**src/rtl/lsu_mem_ctrl.sv**
```systemverilog
// lsu_mem_ctrl: load/store front-end that aligns core requests into RAM word accesses with emulated latency.
// Define LSU_MISALIGN_EXC_EN to report misaligned/illegal requests as errors instead of forcing alignment.
module lsu_mem_ctrl #(
    parameter int LAT_CYCLES = 0
) (
    input  logic        clk,
    input  logic        resetn,
    input  logic        req_valid,
    output logic        req_ready,
    input  logic        req_wen,
    input  logic [31:0] req_addr,
    input  logic [31:0] req_wdata,
    input  logic [1:0]  req_size,
    input  logic        req_unsigned,
    output logic        resp_valid,
    input  logic        resp_ready,
    output logic [31:0] resp_rdata,
    output logic        resp_err,
    output logic        mem_valid,
    output logic [31:0] mem_raddr,
    output logic        mem_wen,
    output logic [31:0] mem_waddr,
    output logic [31:0] mem_wdata,
    output logic [7:0]  mem_wmask,
    input  logic [31:0] mem_rdata
);
    typedef enum logic [1:0] {IDLE, WAIT, ACCESS, RESP} state_t;

    state_t      state, state_n;
    logic [3:0]  cnt, cnt_n;
    logic        wen_q, uns_q, err_q, mis_e, act;
    logic [31:0] addr_q, wdata_q, rdata_q, a_eff, sh, ext;
    logic [1:0]  size_q, s_eff;
    logic [4:0]  bsh;
    logic [3:0]  mask;

`ifdef LSU_MISALIGN_EXC_EN
    always_comb begin
        s_eff = req_size;
        a_eff = req_addr;
        mis_e = (req_size == 2'd3) || (req_size == 2'd1 && req_addr[0]) ||
                (req_size == 2'd2 && req_addr[1:0] != 2'b00);
    end
`else
    // Illegal size degrades to a word access; addresses snap to natural alignment.
    always_comb begin
        s_eff = (req_size == 2'd3) ? 2'd2 : req_size;
        a_eff = {req_addr[31:2], (s_eff == 2'd2) ? 2'b00 :
                                 (s_eff == 2'd1) ? {req_addr[1], 1'b0} : req_addr[1:0]};
        mis_e = 1'b0;
    end
`endif

    always_comb begin
        bsh  = {addr_q[1:0], 3'b000};
        sh   = mem_rdata >> bsh;
        ext  = (size_q == 2'd0) ? {{24{~uns_q & sh[7]}}, sh[7:0]} :
               (size_q == 2'd1) ? {{16{~uns_q & sh[15]}}, sh[15:0]} : sh;
        mask = (size_q == 2'd0) ? 4'b0001 << addr_q[1:0] :
               (size_q == 2'd1) ? 4'b0011 << addr_q[1:0] : 4'b1111;
    end

    always_comb begin
        state_n = state;
        cnt_n   = cnt;
        case (state)
            IDLE: if (req_valid) begin
                cnt_n = 4'(LAT_CYCLES - 1);
                if (mis_e) state_n = RESP;
                else if (LAT_CYCLES > 0) state_n = WAIT;
                else state_n = ACCESS;
            end
            WAIT: begin
                if (cnt == 4'd0) state_n = ACCESS;
                else cnt_n = cnt - 4'd1;
            end
            ACCESS: state_n = RESP;
            RESP: if (resp_ready) state_n = IDLE;
            default: state_n = IDLE;
        endcase
    end

    always_ff @(posedge clk) begin
        if (!resetn) begin
            state   <= IDLE;
            cnt     <= 4'd0;
            wen_q   <= 1'b0;
            uns_q   <= 1'b0;
            err_q   <= 1'b0;
            addr_q  <= 32'd0;
            wdata_q <= 32'd0;
            size_q  <= 2'd0;
            rdata_q <= 32'd0;
        end else begin
            state <= state_n;
            cnt   <= cnt_n;
            if (state == IDLE && req_valid) begin
                wen_q   <= req_wen;
                uns_q   <= req_unsigned;
                err_q   <= mis_e;
                addr_q  <= a_eff;
                wdata_q <= req_wdata;
                size_q  <= s_eff;
                rdata_q <= 32'd0;
            end
            if (state == ACCESS) rdata_q <= wen_q ? 32'd0 : ext;
        end
    end

    // Outputs are gated by resetn so they read zero during reset, not just after the next edge.
    always_comb begin
        act        = resetn && state == ACCESS;
        req_ready  = resetn && state == IDLE;
        resp_valid = resetn && state == RESP;
        resp_rdata = resetn ? rdata_q : 32'd0;
        resp_err   = resetn & err_q;
        mem_valid  = act;
        mem_wen    = act & wen_q;
        mem_raddr  = act ? {addr_q[31:2], 2'b00} : 32'd0;
        mem_waddr  = mem_raddr;
        mem_wdata  = act ? wdata_q << bsh : 32'd0;
        mem_wmask  = act ? {4'b0000, mask} : 8'd0;
    end
endmodule

```
**config.mk**
```make
export PLATFORM = sky130hd
export DESIGN_NAME = lsu_mem_ctrl
export DESIGN_NICKNAME = d
export VERILOG_FILES = /design/src/rtl/lsu_mem_ctrl.sv
export SDC_FILE = /design/constraint.sdc
export NUM_CORES = 1
export LEC_CHECK = 0
export ABC_CLOCK_PERIOD_IN_PS = 2000
export CORE_MARGIN = 3
export CORE_UTILIZATION = 40
export DETAILED_ROUTE_END_ITERATION = 8
export PLACE_DENSITY = 0.76
export RECOVER_POWER = 50
export REMOVE_ABC_BUFFERS = 1
export SYNTH_ARGS = -nofsm -noshare
export SYNTH_HDL_FRONTEND = slang
export SYNTH_SLANG_ARGS = --single-unit
```
**constraint.sdc**
```tcl
create_clock -name clk -period 2 [get_ports clk]
set_input_delay 0.2 -clock clk [delete_from_list [all_inputs] [get_ports clk]]
set_output_delay 0.2 -clock clk [all_outputs]
set_load 0.02 [all_outputs]
```
==> results of run 1 <==
==> final cells by class <==
cell class                 count  area (sq um)
multi-input combinational    535          3020
inverter                       8          35.0
sequential                   106          2130
clock buffer                   9           225
tap                          176           220
timing repair buffer         287          2630
fill                        1227          5140
clock inverter                 7           116
==> worst min-delay path by stage <==
stage,cells after the start,to,slack (ns),start
2_1_floorplan,1,cnt[0]$_SDFFE_PN0P_,0.33,resetn
3_3_place_gp,2,addr_q[31]$_SDFFE_PN0P_,0.44,addr_q[31]$_SDFFE_PN0P_
3_5_place_dp,2,wdata_q[26]$_SDFFE_PN0P_,0.44,wdata_q[26]$_SDFFE_PN0P_
4_1_cts,3,addr_q[26]$_SDFFE_PN0P_,0.37,req_addr[26]
5_1_grt,3,wdata_q[31]$_SDFFE_PN0P_,0.39,req_wdata[31]
6_report,3,addr_q[20]$_SDFFE_PN0P_,0.38,req_addr[20]
==> sequential cells by signal (all words and copies together) (netlist names) <==
name and flops:
state 2, cnt 4, uns_q 1, wen_q 1, size_q 2, addr_q 32, wdata_q 32, rdata_q 32
==> power by group <==
part           internal [mW]  switching (mW)
registers               2.31           0.112
logic                  0.694           0.833
clock network           1.22           0.832
total                   4.23            1.78
==> cells in the final DEF, fill, tap and decap left out, types with 8 or more instances in the layout <==
cell type / synthesis / routed
sky130_fd_sc_hd__a211oi_1: 20 / 20
sky130_fd_sc_hd__a21oi_1: 89 / 89
sky130_fd_sc_hd__a22oi_1: 8 / 8
sky130_fd_sc_hd__and2_1: 72 / 68
sky130_fd_sc_hd__buf_12: 0 / 9
sky130_fd_sc_hd__buf_2: 7 / 8
sky130_fd_sc_hd__buf_4: 40 / 41
sky130_fd_sc_hd__clkbuf_16: 0 / 10
sky130_fd_sc_hd__clkbuf_2: 0 / 37
sky130_fd_sc_hd__clkdlybuf4s15_1: 0 / 16
sky130_fd_sc_hd__clkdlybuf4s50_1: 0 / 110
sky130_fd_sc_hd__conb_1: 1 / 9
sky130_fd_sc_hd__dfxtp_1: 106 / 104
sky130_fd_sc_hd__dlygate4sd2_1: 0 / 31
sky130_fd_sc_hd__dlygate4sd3_1: 0 / 23
sky130_fd_sc_hd__mux2i_1: 34 / 32
sky130_fd_sc_hd__nand2_1: 178 / 177
sky130_fd_sc_hd__nor2_1: 33 / 31
sky130_fd_sc_hd__nor2b_1: 9 / 9
sky130_fd_sc_hd__nor3_1: 11 / 11
sky130_fd_sc_hd__o21ai_0: 24 / 24
==> per-layer routing <==
| layer | up-vias | share of wire [%] | track usage [%] |
|---|---|---|---|
| met3 | 16 | 8.1 | 6.39 |
| met5 | - | 0.065 | 0 |
| met2 | 207 | 49 | 40.0 |
| li1 | 2835 | - | - |
| met1 | 2707 | 41 | 26.6 |
| met4 | 2 | 1.1 | 6.51 |
==> repair_timing <==
item / CTS / global route
pin swaps: 1 / 0
resized for setup: 150 / 97
buffers inserted: 1 / 0
endpoints found under the setup margin: 132 / 58
gates cloned: 0 / 1
==> critical path, cell delays in order, from the launching register on <==
cell and delay [ns]:
sky130_fd_sc_hd__dfxtp_1 0.31, sky130_fd_sc_hd__nand3b_1 0.23, sky130_fd_sc_hd__inv_2 0.13, sky130_fd_sc_hd__nand2_1 0.08, sky130_fd_sc_hd__nor2_1 0.09, sky130_fd_sc_hd__buf_4 0.18
sky130_fd_sc_hd__buf_4 0.12, sky130_fd_sc_hd__and2_1 0.12, sky130_fd_sc_hd__buf_4 0.14
==> logic make-up after synthesis <==
group / count (synthesis) / share of synthesized area (%)
AOI/OAI and AO/OA: 166 / 18.0
adders and majority gates: 5 / 1.11
buffers and inverters: 100 / 9.87
DFF: 106 / 37.6
muxes: 42 / 7.83
other: 1 / 0.0665
and+or+nand+nor: 313 / 25.4
==> Implementation_results.wiki, run 1 <==
{| class="wikitable"
! Metric !! Value
|-
| Critical R2R Capture || rdata_q[16]$_SDFFE_PN0P_
|-
| Count of boundary I/O pins || 245
|-
| Clock tree buffer depth || 2
|-
| Leakage power || 3.52 nW
|-
| Final Net Count || 1056
|-
| Drt initial violations || 363
|-
| Hold Vio Cnt, Final || 0
|-
| TritonCTS Buffers || 9
|-
| Final Max Tran Viols || 74
|-
| Gate Count Post-Synth || 733
|-
| Synthesis Warnings || 0
|-
| Critical Path Start || state[0]$_SDFFE_PN0P_
|-
| Number of storage elements in the synthesis netlist || 106
|-
| Worst Setup Path Type || reg -> out
|-
| Gr ovfl total || 0
|-
| Main synth FF type || sky130_fd_sc_hd__dfxtp_1
|-
| Core footprint || 0.0135 sq mm
|-
| Wire length of the first global-routing pass || 28800 um
|-
| Hold Path Class || in -> reg
|-
| Post-route cell area || 0.00837 sq mm
|-
| Post-DRT Antenna Nets || 0
|-
| Total negative setup slack || 0 ns
|-
| Crit Path Max Fanout || 8
|-
| Antenna cells || 0
|-
| Cell type with the largest total area after synthesis || sky130_fd_sc_hd__dfxtp_1
|-
| Post-place instance area || 0.00821 sq mm
|-
| Leading cell type by number of instances after synthesis || sky130_fd_sc_hd__nand2_1
|-
| Total power draw || 6.01 mW
|-
| H-tree Lvls || 3
|-
| Clock insertion delay at the later pin of the skew report || 0.35 ns
|-
| Clock tree from TritonCTS || yes
|-
| Number of synthesized flops with an enable pin || 0
|-
| Setup slack, reg-to-reg || 0.11 ns
|-
| Post-layout worst setup margin || 0.0430 ns
|-
| Total power per unit cell area || 718 mW/mm^2
|-
| Layout cells sized above 1 || 15.5%
|-
| Final hold slack || 0.384 ns
|-
| DR vias || 5767
|-
| Number of buffers inserted for hold repair after clock tree synthesis || 0
|-
| Setup repair after global routing missed its margin || true
|-
| Max-capacitance violation count || 1
|-
| Final RePlAce weighted congestion || 0.800
|-
| Yosys top cell area share || 37.6%
|-
| Req. time, crit path || 1.80 ns
|-
| Critical Path End Type || output port
|-
| Vias in the first global route || 5632
|-
| Synth cell count leaders || 178 x sky130_fd_sc_hd__nand2_1, 106 x sky130_fd_sc_hd__dfxtp_1, 89 x sky130_fd_sc_hd__a21oi_1
|-
| Launching element type of the critical path || register
|-
| Min Clock Period, post-route || 1.96 ns
|-
| Number of placement rows || 42
|-
| Portion of the clock cycle consumed by the worst path in the final layout || 97.9%
|-
| DRC viols || 0
|-
| Result of the run || complete, but fails checks
|-
| Top post-synthesis cells by area || sky130_fd_sc_hd__dfxtp_1 38%, sky130_fd_sc_hd__nand2_1 12%, sky130_fd_sc_hd__and2_1 8.0%
|-
| Violations in the final reports || capacitance limit, slew limit
|-
| Height of the chip || 125 um
|-
| Relative slew slack || -1.66%
|-
| Effective utilization at floorplan || 41.8%
|-
| Clock tree root driver cell || sky130_fd_sc_hd__clkbuf_16
|-
| Maximum vdd ir drop || 370 uV
|-
| Detailed-placement wirelength estimate || 13000 um
|-
| Number of distinct library cell variants in the gate-level netlist after synthesis || 40
|-
| Via density per instance || 5.11
|-
| Reg2reg path depth || 6
|-
| Highest clock rate || 511 MHz
|-
| Number of clock sinks seen by CTS || 106
|-
| Measured slew at the worst slew-check pin || 1.52 ns
|-
| Sequential cell area fraction in the yosys report || 37.6%
|-
| Clock Pin Slew Worst Setup and Hold Paths || 0.07 ns
|-
| Area delta synth->final || 48.4%
|-
| Cell area after technology mapping || 0.00564 sq mm
|-
| Post-detailed-route wirelength per cell || 16.5 um
|-
| Area of the die || 0.0156 sq mm
|-
| DR pass1 iterations || 4
|-
| # port buffers || 235
|-
| Worst r2r src || addr_q[0]$_SDFFE_PN0P_
|-
| Post-detailed-routing wire length || 18600 um
|-
| Per-instance average area after synthesis || 7.69 sq um
|-
| Worst clock skew || 0.00576 ns
|-
| Maximum number of pins on one net before global-route repair || 74
|-
| Placed insts || 1110
|-
| Overall fraction of global-route tracks in use || 22.6%
|-
| Worst setup path end || mem_wdata[5]
|-
| Pre-CTS setup slack || -0.361 ns
|-
| Arrival time reported for the critical path endpoint || 1.76 ns
|-
| Horiz. Die Dim || 125 um
|-
| Utilization of the core after routing || 62.0%
|-
| Antenna violations before repair || 1
|-
| Count of placed standard cells in the final layout, fillers left out || 1128
|-
| Final setup viols || 0
|-
| Share of async-settable or async-resettable flops after synthesis || 0%
|}
(Power assumes the default switching activity.)
==> run 2, diff against run 1 <==
- CELL_PAD_IN_SITES_DETAIL_PLACEMENT: unset -> 0
- CELL_PAD_IN_SITES_GLOBAL_PLACEMENT: unset -> 1
- CORE_UTILIZATION: 40 -> 30
- PLACE_DENSITY: 0.76 -> 0.81
==> Implementation_results.wiki, run 2 (synthesized netlist as in run 1, its figures left out) <==
{| class="wikitable"
! Metric !! Value
|-
| Result of the run || complete, no violations
|-
| Maximum number of pins on one net before global-route repair || 74
|-
| DR vias || 5762
|-
| DR pass1 iterations || 4
|-
| Commonest cells after routing, fill and taps aside || 176 x sky130_fd_sc_hd__nand2_1, 132 x sky130_fd_sc_hd__clkdlybuf4s50_1, 102 x sky130_fd_sc_hd__dfxtp_1, 89 x sky130_fd_sc_hd__a21oi_1, 71 x sky130_fd_sc_hd__and2_1
|-
| Multi-input gate area || 0.00305 sq mm
|-
| Count of boundary I/O pins || 245
|-
| Antenna violations before repair || 0
|-
| Post-detailed-route wirelength per cell || 16.2 um
|-
| Number of clock sinks seen by CTS || 106
|-
| Maximum vdd ir drop || 392 uV
|-
| Registers with the most flip-flops || addr_q: 32 flops, rdata_q: 32 flops, wdata_q: 32 flops
|-
| Total power draw || 5.80 mW
|-
| Post-DRT Antenna Nets || 0
|-
| DRC viols || 0
|-
| Crit Path Max Fanout || 32
|-
| Post-detailed-routing wire length || 19500 um
|-
| Total power per unit cell area || 680 mW/mm^2
|-
| Launching element type of the critical path || register
|-
| Area of the die || 0.0205 sq mm
|-
| Worst clock skew || 0.00760 ns
|-
| Clock Pin Slew Worst Setup and Hold Paths || 0.08 ns
|-
| Detailed-placement wirelength estimate || 14200 um
|-
| Pre-CTS setup slack || -0.405 ns
|-
| Final Net Count || 1077
|-
| Area taken by flip-flops and latches || 0.00213 sq mm
|-
| Final Max Tran Viols || 0
|-
| Min Clock Period, post-route || 1.97 ns
|-
| Post-layout worst setup margin || 0.0258 ns
|-
| Measured slew at the worst slew-check pin || 0.870 ns
|-
| Most common library cell in the layout ignoring fill and taps || sky130_fd_sc_hd__nand2_1
|-
| Clock insertion delay at the later pin of the skew report || 0.36 ns
|-
| Req. time, crit path || 1.80 ns
|-
| Core footprint || 0.0182 sq mm
|-
| Relative slew slack || 42.0%
|-
| Height of the chip || 143 um
|-
| Max-capacitance violation count || 0
|-
| Filler cell count in the final layout || 1808
|-
| Vias in the first global route || 5793
|-
| Area delta synth->final || 51.3%
|-
| Via density per instance || 4.79
|-
| Final RePlAce weighted congestion || 0.758
|-
| Wire length of the first global-routing pass || 30900 um
|-
| Clock tree from TritonCTS || yes
|-
| Effective utilization at floorplan || 31.0%
|-
| Portion of the clock cycle consumed by the worst path in the final layout || 98.7%
|-
| Hold Path Class || in -> reg
|-
| # port buffers || 235
|-
| Setup repair after global routing missed its margin || true
|-
| Number of placement rows || 49
|-
| Clock tree buffer depth || 2
|-
| Hold Vio Cnt, Final || 0
|-
| Clock tree root driver cell || sky130_fd_sc_hd__clkbuf_16
|-
| Drt initial violations || 262
|-
| Arrival time reported for the critical path endpoint || 1.77 ns
|-
| Critical Path End Type || output port
|-
| Final setup viols || 0
|-
| Highest clock rate || 507 MHz
|-
| Worst Setup Path Type || reg -> out
|-
| Utilization of the core after routing || 46.8%
|-
| Horiz. Die Dim || 143 um
|-
| Overall fraction of global-route tracks in use || 18.9%
|-
| Leakage power || 3.44 nW
|-
| H-tree Lvls || 3
|-
| TritonCTS Buffers || 9
|-
| Gr ovfl total || 0
|-
| Layout cells sized above 1 || 18.2%
|-
| Antenna cells || 0
|}
run 2: final timing paths:
check,cells past startpoint,to,slack [ns],start
setup / recovery,5,mem_waddr[10],0.03,state[0]$_SDFFE_PN0P_
hold / removal,3,addr_q[10]$_SDFFE_PN0P_,0.38,req_addr[10]
setup reg to reg,6,rdata_q[20]$_SDFFE_PN0P_,0.10,addr_q[0]$_SDFFE_PN0P_
hold reg to reg,2,addr_q[21]$_SDFFE_PN0P_,0.45,addr_q[21]$_SDFFE_PN0P_
run 2: report_power, final:
part	leakage (nW)	internal [mW]	switching, mW	total, mW
Combinational	2.43	0.720	0.852	1.57
Clock	0.142	0.882	0.914	1.80
Sequential	0.870	2.31	0.115	2.43
Total	3.44	3.92	1.88	5.80
run 2: layout make-up:
type | count | area share, %
clock buffer | 9 | 2.64
clock inverter | 7 | 0.792
multi-input combinational | 535 | 35.8
timing repair buffer | 308 | 32.0
tap | 229 | 3.36
inverter | 8 | 0.367
sequential | 106 | 25.0
run 2: stage by stage:
| step | hold slack [ns] | cells | TNS [ns] | area, sq um |
|---|---|---|---|---|
| after floorplan | 0.333 | 649 | -76.51 | 5140 |
| after global placement | 0.438 | 1182 | -29.41 | 8400 |
| after detailed placement | 0.443 | 1182 | -33.09 | 8400 |
| after CTS | 0.367 | 1202 | -0.0246 | 8620 |
| after global routing | 0.383 | 1202 | -0.550 | 8530 |
| final | 0.379 | 1202 | 0 | 8530 |
run 2: worst max-delay path, cell delays in order (launching register included):
cell                            delay, ns
sky130_fd_sc_hd__dfxtp_2             0.34
sky130_fd_sc_hd__nand3b_1            0.21
sky130_fd_sc_hd__inv_2               0.14
sky130_fd_sc_hd__buf_12              0.17
sky130_fd_sc_hd__and2_1              0.19
sky130_fd_sc_hd__dlygate4sd2_1       0.35
run 2: what timing repair did:
action,CTS,global route
gates cloned,0,1
pin swaps,0,2
hold buffers,0,0
setup endpoints to repair,127,91
buffers inserted,4,0
gates resized for setup,158,133
run 2: layer usage:
layer,wire length [um],global-route usage (%),vias up
li1,-,-,2888
met1,8800,24.6,2650
met2,8970,30.8,210
met3,1480,5.39,14
met4,248,5.15,0
met5,0,0,-
==> run 3, diff against run 2 <==
- CTS_CLUSTER_DIAMETER: unset -> 150
==> results of run 3 <==
Final layout, timing and power as in run 2 (identical DEF).
